File: config.mk
export PLATFORM = sky130hd
export DESIGN_NAME = swc_gen
export DESIGN_NICKNAME = d
export VERILOG_FILES = /design/src/rtl/swc_gen.sv
export SDC_FILE = /design/constraint.sdc
export NUM_CORES = 1
export LEC_CHECK = 0
export CAP_MARGIN = 20
export CORE_ASPECT_RATIO = 1.2
export CORE_MARGIN = 2
export CORE_UTILIZATION = 50
export DETAILED_ROUTE_END_ITERATION = 7
export HOLD_SLACK_MARGIN = 0.06
export PLACE_DENSITY = 0.72
export SYNTH_ARGS = -nofsm -noshare
export SYNTH_HDL_FRONTEND = slang
export SYNTH_SLANG_ARGS = --single-unit
File: constraint.sdc
create_clock -name clock -period 3.8 [get_ports clock]
set_input_delay 0.38 -clock clock [delete_from_list [all_inputs] [get_ports clock]]
set_output_delay 0.38 -clock clock [all_outputs]
set_load 0.1 [all_outputs]
File: src/rtl/swc_gen.sv
// swc_gen: programmable up/down counter with byte-lane loads and a continuous count mode.
// Define SWC_GEN_RELOAD_EN to add a reload register and periodic down-count mode.
module swc_gen #(
    parameter int WIDTH = 24,
    parameter int BYTES = WIDTH / 8
) (
    input  logic             clock,
    input  logic             reset,
    input  logic [15:0]      inst,
    input  logic             inst_en,
    output logic [WIDTH-1:0] counter,
    output logic             ready,
    output logic             busy,
    output logic             done,
    output logic             error
);
    typedef enum logic [1:0] {S_RESET, S_READY, S_ERROR} state_t;
    localparam logic [3:0] OP_NOP = 4'h0, OP_LDB = 4'h1, OP_COU = 4'h2, OP_COD = 4'h3,
                           OP_CCU = 4'h4, OP_CCD = 4'h5, OP_CCS = 4'h6, OP_CLR = 4'h7,
                           OP_LDR = 4'h8;
    state_t           r_state, w_state;
    logic [WIDTH-1:0] r_counter, w_counter;
    logic             r_busy, w_busy, r_down, w_down, r_done, w_done;
    logic [3:0]       w_op, w_sel;
    logic [7:0]       w_imm;
    logic             w_lane_ok;
`ifdef SWC_GEN_RELOAD_EN
    logic [WIDTH-1:0] r_reload, w_reload;
`endif
    assign w_op      = inst[15:12];
    assign w_sel     = inst[11:8];
    assign w_imm     = inst[7:0];
    assign w_lane_ok = {28'd0, w_sel} < 32'(BYTES);
    always_comb begin
        w_state   = r_state;
        w_counter = r_counter;
        w_busy    = r_busy;
        w_down    = r_down;
        w_done    = 1'b0;
`ifdef SWC_GEN_RELOAD_EN
        w_reload  = r_reload;
`endif
        case (r_state)
            S_RESET: w_state = S_READY;
            S_READY:
                if (inst_en) begin
                    case (w_op)
                        OP_NOP: ;
                        OP_LDB:
                            if (w_lane_ok) begin
                                for (int b = 0; b < BYTES; b++)
                                    if (w_sel == 4'(b)) w_counter[b*8 +: 8] = w_imm;
                            end else w_state = S_ERROR;
                        OP_COU: begin
                            w_counter = r_counter + WIDTH'(1);
                            w_busy    = 1'b0;
                        end
                        OP_COD: begin
                            w_counter = r_counter - WIDTH'(1);
                            w_busy    = 1'b0;
                        end
                        OP_CCU: begin
                            w_counter = r_counter + WIDTH'(1);
                            w_busy    = 1'b1;
                            w_down    = 1'b0;
                        end
                        OP_CCD: begin
                            w_counter = r_counter - WIDTH'(1);
                            w_busy    = 1'b1;
                            w_down    = 1'b1;
                        end
                        OP_CCS: w_busy = 1'b0;
                        OP_CLR: begin
                            w_counter = '0;
                            w_busy    = 1'b0;
                        end
`ifdef SWC_GEN_RELOAD_EN
                        OP_LDR:
                            if (w_lane_ok) begin
                                for (int b = 0; b < BYTES; b++)
                                    if (w_sel == 4'(b)) w_reload[b*8 +: 8] = w_imm;
                            end else w_state = S_ERROR;
`endif
                        default: w_state = S_ERROR;
                    endcase
                end else if (r_busy) begin
                    if (r_counter != '0) w_counter = r_down ? r_counter - WIDTH'(1) : r_counter + WIDTH'(1);
                    else begin
                        w_done = 1'b1;
`ifdef SWC_GEN_RELOAD_EN
                        // Periodic mode: a non-zero reload restarts the down-count instead of stopping.
                        if (r_down && r_reload != '0) w_counter = r_reload;
                        else w_busy = 1'b0;
`else
                        w_busy = 1'b0;
`endif
                    end
                end
            default: w_state = S_ERROR;
        endcase
        if (w_state == S_ERROR) begin
            w_counter = '0;
            w_busy    = 1'b0;
            w_done    = 1'b0;
        end
    end
    always_ff @(posedge clock) begin
        if (reset) begin
            r_state   <= S_RESET;
            r_counter <= '0;
            r_busy    <= 1'b0;
            r_down    <= 1'b0;
            r_done    <= 1'b0;
`ifdef SWC_GEN_RELOAD_EN
            r_reload  <= '0;
`endif
        end else begin
            r_state   <= w_state;
            r_counter <= w_counter;
            r_busy    <= w_busy;
            r_down    <= w_down;
            r_done    <= w_done;
`ifdef SWC_GEN_RELOAD_EN
            r_reload  <= w_reload;
`endif
        end
    end
    assign counter = r_counter;
    assign ready   = (r_counter == '0);
    assign busy    = r_busy;
    assign done    = r_done;
    assign error   = (r_state == S_ERROR);
endmodule

# Yosys cells after proc, flatten, opt, wreduce, memory -nomap -nowiden

Index checks and enable logic that the tools add are counted.

$add $sub $neg: 2
Order comparisons: 1
Equal/unequal tests: 18
Mux-type cells: 19
Bitwise logic cells: 2
Reductions and logical operators: 20

Operators by type and width:

| cell                  | count |
|---|---|
| $mux 24               | 5 |
| $pmux 24 s4           | 1 |
| $add 24x1->24 const B | 1 |
| $logic_not 24->1      | 1 |
| $mux 8                | 3 |
| $reduce_bool 24->1    | 1 |
| $sub 24x1->24 const B | 1 |
| $reduce_and 6->1      | 3 |
| $eq 4x3->1 const B    | 4 |
| $ne 3x3->1 const B    | 5 |
| $eq 4x2->1 const B    | 3 |
| $eq 4x1->1 const B    | 2 |
| $logic_not 4->1       | 2 |
| $pmux 2 s2            | 2 |
| $reduce_or 2->1       | 4 |
| $reduce_or 7->1       | 1 |
| $reduce_bool 2->1     | 3 |
| $ne 5x3->1 const B    | 1 |
| $reduce_or 5->1       | 1 |
| $eq 2x2->1 const B    | 2 |
| $lt 4x2->1 const B    | 1 |
| $mux 1                | 4 |
| $mux 2                | 2 |
| $pmux 1 s2            | 2 |
| other kinds (6)       | 7 |

Bits in registers: 29
Input bits: 19
Output and inout bits: 28
Logic and storage cells: 69

# Depth between registers and ports, before layout

Gate-level depths: netlist of run 1.

Depth in word-level cells: 7
Gate-level depth with buffers: 11
Depth with buffers taken out: 9

# Worst setup path after synthesis of run 1

Ideal clock, no wire load.

Path type: flip-flop to output port
Start: reg r_counter[6], in the netlist counter[6]
End: out ready
Data arrival time: 2.519 ns
Data required time: 3.420 ns
Setup slack: 0.901 ns
Stages on the path, launching flop included: 6
Buffers on the path: 1
Cell sequence: dfxtp_1 -> buf_6 -> nor4_4 -> nand4_4 -> or3_1 -> inv_1

Longest elaborated chain between the ends: 1

Ends and longest elaborated chain:

| item                   | RTL line | text |
|---|---|---|
| start, declared        | 22       | `logic [WIDTH-1:0] r_counter, w_counter;` |
| start signal, assigned | 119      | `r_counter <= w_counter;` |
| $logic_not 24->1       | 129      | `assign ready = (r_counter == '0);` |
| end, declared          | 12       | `output logic ready,` |

Every way passes these cells.

# Worst setup path after layout of run 1

Start: reg r_counter[4], in the netlist counter[4]
End: out ready

The elaborated chain is that of the path after synthesis.

==> results of run 1 <==
==> per-stage QoR <==
step                      setup slack (ps)   power, W  area (µm²)    util
after floorplan                      900.9  0.0006587        3085       -
after global placement               975.7  0.0007681        3558  0.5919
after detailed placement             945.1  0.0007722        3558  0.5919
after CTS                            948.3   0.001018        3632  0.6042
after global routing                 846.5   0.001069        3632  0.6042
final                                917.4   0.001029        3632  0.6042
==> state kept, by name, summed over array words and instances (netlist names) <==
| register | count |
|---|---|
| counter | 24 |
| r_state | 2 |
| busy | 1 |
| done | 1 |
| r_down | 1 |
==> worst paths after layout <==
path | endpoint | cells after the start
max reg2reg | counter[23] | 7
max | ready | 5
min reg2reg | r_state[1] | 2
min | r_state[1] | 2
==> power by group <==
part	switching, W	total (W)	internal [W]
Clock	0.000133	0.000253	0.000121
Sequential	0.0000229	0.000337	0.000314
Combinational	0.000296	0.000439	0.000143
Total	0.000452	0.00103	0.000577
==> cells in the final DEF (no fill, tap or decap), types with 7 or more instances in the layout <==
cell type        instances
a21oi_1                 48
nand2_1                 45
clkdlybuf4s50_1         45
nor2_1                  41
dfxtp_1                 29
o21ai_0                 20
nor3_1                  15
o22ai_1                 14
inv_1                   13
nor4_1                  13
nand3_1                 11
a31oi_1                  9
xnor2_1                  9
buf_4                    9
nand4_1                  7
a32oi_1                  7
mux2i_1                  7
==> layout make-up <==
type,count,area [µm²]
clock buffers,5,68.82
repair buffers,54,518.0
well taps,82,102.6
inverters,14,52.55
flip-flops and latches,29,580.6
fillers,585,2380
clock inverters,1,5.005
multi-input cells,366,2305
==> worst min-delay path: cells and delay by family, from the launching register on <==
kind | cells | cell delay (ps)
AND/OR/NAND/NOR | 1 | 80
flip-flops | 1 | 350
AO/OA/AOI/OAI | 1 | 70
==> routing by layer <==
metal | vias up | GRT usage | part of all wire
met2 | 203 | 0.4964 | 0.47
met1 | 1747 | 0.4539 | 0.41
met3 | 30 | 0.05717 | 0.084
met4 | 0 | 0.1491 | 0.037
met5 | - | 0 | 0
li1 | 1746 | - | -
==> kinds of logic after synthesis <==
| logic type | Yosys count | synth area share |
|---|---|---|
| AOI/OAI and AO/OA | 153 | 0.3350 |
| xor gates and xnor gates | 13 | 0.03690 |
| adders and majority gates | 3 | 0.01217 |
| buffers and inverters | 46 | 0.06488 |
| DFF | 29 | 0.1882 |
| muxes | 8 | 0.02636 |
| and+or+nand+nor | 189 | 0.3366 |
==> metrics.md, run 1 <==
| Metric | Value |
|---|---|
| Largest stage delay, worst path | `620 ps` |
| Global-route wire length before repair | `17.33 mm` |
| Synth cell types | `76` |
| Count of final setup violators | `0` |
| Final Hold Fails | `0` |
| Total track usage | `0.3311` |
| Hold Worst Slack | `534.3 ps` |
| Mapped cell area | `0.003085 mm²` |
| Share of cells above drive strength 1 | `0.07889` |
| Cell family with most CP delay | `simple AND/OR/NAND/NOR gates` |
| # Post-CTS Setup Buffers | `0` |
| CTS tree | `yes` |
| Worst VDD drop | `0.0002259 V` |
| Slew @ Worst Pin | `983.2 ps` |
| RSZ-0062 raised after global routing | `false` |
| Area grow syn2layout | `17.72%` |
| FMAX | `346.9 MHz` |
| Clk buf depth | `2` |
| Yosys warns | `0` |
| CP max-delay cell | `nor4_4` |
| CP Launch Type | `flip-flop` |
| Initial Utilization | `0.5132` |
| Placed insts | `545` |
| H-tree depth | `2` |
| Largest net degree at the start of global routing | `32` |
| Total CTS buffers | `5` |
| Arr. time, crit path | `2500 ps` |
| Clock slew at reported path FFs | `70 ps` |
| Sum Neg Setup Slack | `0 ps` |
| Post-synth ARST share | `0` |
| Vert. Die Dim | `90.05 µm` |
| Clk sinks | `29` |
| Via count | `3726` |
| Fin cells | `551` |
| Mapped Nets | `463` |
| Top cells by area, synth | `dfxtp_1 (19%), a21oi_1 (7.8%), nand2_1 (5.5%), nor2_1 (5.0%), o21ai_0 (3.2%)` |
| Worst path cell trace | `nor4_4 -> nand4_4 -> or3_1 -> inv_1 -> buf_4` |
| Io pins | `47` |
| Worst Path Required | `3420 ps` |
| GP Congestion | `0.9434` |
| PwrDens | `283.2 mW/mm²` |
| Initial DRC Count | `466` |
| Post-CTS sizing | `0` |
| Number of global-route vias before repair | `3364` |
| Diode count | `0` |
| Worst skew pair latency | `290 ps` |
| Outcome | `finished, final reports clean` |
| Top cell type's share of synthesized area | `0.1882` |
| Final nets | `492` |
| FP Rows | `31` |
| Dpl hpwl | `7.866 mm` |
| ANT nets after route | `0` |
| Fin. max-slew vios | `0` |
| Syn_area_per_cell | `6.997 µm²` |
| EDFF count, synth | `0` |
| R2r startpoint | `counter[5]` |
| Core area | `0.006012 mm²` |
| Synth area leader | `dfxtp_1` |
| Min-delay src | `r_state[1]` |
| Final min period | `2883 ps` |
| Number of max-cap violations | `0` |
| Total Wirelength | `11.00 mm` |
| Critical path type | `reg -> out` |
| Most frequent cells after synthesis | `a21oi_1 (48), nand2_1 (45), nor2_1 (41), dfxtp_1 (29), clkbuf_1 (21)` |
| Final Cycle Share | `0.7586` |
| Die X | `75.71 µm` |
| Pre-Repair DR Iteration Count | `5` |
| R2r setup slk | `1030 ps` |
| Flops & latches, synth | `29` |
| Die Area | `0.006818 mm²` |
| Top_reg_cell synth | `dfxtp_1` |
| Residual DRC | `0` |
| DR vias/cell | `6.762` |
| IO buf count | `46` |
| Wire per inst | `19.97 µm` |
| Sequential share of the synthesized area | `0.1882` |
| Pleak | `1.270 nW` |
| Root buffer cell | `clkbuf_8` |
| Post-CTS Hold Fix Bufs | `0` |
| Most frequent cell after synthesis | `a21oi_1` |
| Hold WC Path Type | `reg -> reg` |
| Layout Skew | `9.096 ps` |
| CP max FO | `15` |
| Worst Path Buf+Inv | `2` |
| CP Capture Type | `output pin` |
| Initial antenna violation count | `0` |
| Post-synthesis cell count | `441` |
| Slew headroom | `0.3425` |
| Critical path origin | `counter[4]` |
| Grt total ovfl | `0` |
Note: power is estimated with default switching activity, not from simulation.
==> run 2, diff against run 1 <==
- clock period: 3.8 -> 3 ns (I/O delays scaled with it)
==> run 2 against run 1 <==
Net effect:
- sequential share of layout area is 0.41 points lower
- clock-buffer cell count is 2 higher
- clock skew is 0.55 ps lower
- worst hold slack worse by 22 ps
- clock power is 74% higher
- setup slack worse by 590 ps
==> metrics.md, run 2 (synthesis gave the netlist of run 1 again) <==
| Metric | Value |
|---|---|
| CP Capture Type | `flip-flop` |
| Fill count | `568 (-2.9%)` |
| Grt total ovfl | `0 (unchanged)` |
| Via count | `3737 (+0.30%)` |
| Critical path type | `reg -> reg` |
| Worst Path Required | `3210 ps (-210 ps)` |
| Slew headroom | `0.3549 (+0.01243)` |
| FP Rows | `31 (unchanged)` |
| Die X | `75.71 µm (unchanged)` |
| Vert. Die Dim | `90.05 µm (unchanged)` |
| Met2 Use GR | `0.5384 (+0.04203)` |
| Clock slew at reported path FFs | `70 ps (about the same)` |
| Root buffer cell | `clkbuf_8` |
| Dpl hpwl | `8.362 mm (+6.3%)` |
| FMAX | `374.1 MHz` |
| Total Wirelength | `11.39 mm (+3.5%)` |
| Placed insts | `559 (+2.6%)` |
| Fin. max-slew vios | `0 (unchanged)` |
| DR vias/cell | `6.591 (-2.5%)` |
| PwrDens | `389.7 mW/mm² (+38%)` |
| R2r setup slk | `330 ps (-700 ps)` |
| # Post-CTS Setup Buffers | `0 (unchanged)` |
| Number of max-cap violations | `0 (unchanged)` |
| CP Launch Type | `flip-flop` |
| IO buf count | `46 (unchanged)` |
| Die Area | `0.006818 mm² (unchanged)` |
| Largest net degree at the start of global routing | `26 (-19%)` |
| Global-route wire length before repair | `17.81 mm (+2.8%)` |
| Clk sinks | `29 (unchanged)` |
| Final Hold Fails | `0 (unchanged)` |
| Diode count | `0 (unchanged)` |
| Share of cells above drive strength 1 | `0.1608 (+0.08193)` |
| Total CTS buffers | `5 (unchanged)` |
| H-tree depth | `2 (unchanged)` |
| Final nets | `506 (+2.8%)` |
| M1 GR Usage | `0.4612 (+0.007360)` |
| Most frequent cells in the layout | `a21oi_1 (48), buf_4 (48), nand2_1 (45)` |
| Io pins | `47 (unchanged)` |
| Final min period | `2673 ps` |
| Worst VDD drop | `0.0003530 V (+56%)` |
| R2r startpoint | `counter[3]` |
| Post-CTS sizing | `0 (unchanged)` |
| CTS tree | `yes` |
| Arr. time, crit path | `2880 ps (+380 ps)` |
| Worst skew pair latency | `290 ps (about the same)` |
| Count of final setup violators | `0 (unchanged)` |
| Post-CTS Hold Fix Bufs | `0 (unchanged)` |
| Core area | `0.006012 mm² (unchanged)` |
| Setup crit end | `counter[23]` |
| GP Congestion | `0.9555 (+1.3%)` |
| Final Util | `0.6200 (+0.01582)` |
| Fin cells | `567 (+2.9%)` |
| Hold Worst Slack | `512.1 ps (-22.24 ps)` |
| Pleak | `1.413 nW (+11%)` |
| Initial DRC Count | `359 (-23%)` |
| CP max FO | `13 (-2)` |
| RSZ-0062 raised after global routing | `false` |
| GR peak layer | `met2` |
| Met3 Resource Use GR | `0.06278 (+0.005605)` |
| Wire per inst | `20.09 µm (+0.60%)` |
| Residual DRC | `0 (unchanged)` |
| FF-to-FF path depth | `7 (unchanged)` |
| Slew @ Worst Pin | `964.6 ps (-18.58 ps)` |
| Initial antenna violation count | `0 (unchanged)` |
| Critical path origin | `counter[3]` |
| Largest register FFs | `24 (unchanged)` |
| Area grow syn2layout | `20.80%` |
| Number of global-route vias before repair | `3380 (+0.48%)` |
| Outcome | `finished, final reports clean` |
| Clk buf depth | `2 (unchanged)` |
| Layout Skew | `8.549 ps (-0.5468 ps)` |
| Hold WC Path Type | `reg -> reg` |
| ANT nets after route | `0 (unchanged)` |
| Total track usage | `0.3428 (+0.01170)` |
| Pre-Repair DR Iteration Count | `5 (unchanged)` |
| Sum Neg Setup Slack | `0 ps (unchanged)` |
| Initial Utilization | `0.5132 (unchanged)` |
| Reg2reg end | `counter[23]` |
| Final Cycle Share | `0.8910` |
==> run 2: worst max-delay path: stages (launching register included) <==
cell and delay, ps:
dfxtp_1 630, nand4_1 370, nor4_1 650, nand4_1 160, o21ai_0 190, mux2i_1 240, o32ai_1 110, a211oi_1 240
==> run 2: per-layer routing <==
metal	wire length [µm]	vias up
li1	-	1777
met1	4727	1748
met2	5440	190
met3	900	22
met4	324	0
met5	0	-
==> run 2: per-stage QoR <==
stage | power (W) | setup WS [ps] | instance area [µm²]
detailed placement | 0.001010 | 402.4 | 3611
global placement | 0.001007 | 463.7 | 3611
global route | 0.001514 | 167.5 | 3727
floorplan | 0.0008344 | 163.5 | 3085
finish | 0.001453 | 326.9 | 3727
CTS | 0.001448 | 394.5 | 3727
==> run 2: worst min path at each step <==
stage,startpoint,endpoint,slack [ps],cells past startpoint
2_1_floorplan,reset,r_down,370,1
3_3_place_gp,r_state[1],r_state[1],500,2
3_5_place_dp,r_state[1],r_state[1],490,2
4_1_cts,r_state[1],r_state[1],500,2
5_1_grt,r_state[1],r_state[1],530,2
6_report,r_state[1],r_state[1],510,2
==> run 2: layout make-up <==
cell class | instances | area (µm²) | area share
timing repair buffer | 68 | 570.5 | 0.1531
multi-input combinational | 366 | 2305 | 0.6183
tap | 82 | 102.6 | 0.02753
clock inverter | 1 | 30.03 | 0.008056
inverter | 14 | 52.55 | 0.01410
sequential | 29 | 580.6 | 0.1558
clock buffer | 7 | 86.33 | 0.02316
==> run 2: report_power, final <==
part           internal [W]  leakage (nW)  switching (W)  total [W]
clock              0.000271        0.0585       0.000168   0.000439
sequential         0.000398         0.235      0.0000253   0.000423
combinational      0.000204          1.12       0.000388   0.000591
total              0.000872          1.41       0.000581    0.00145
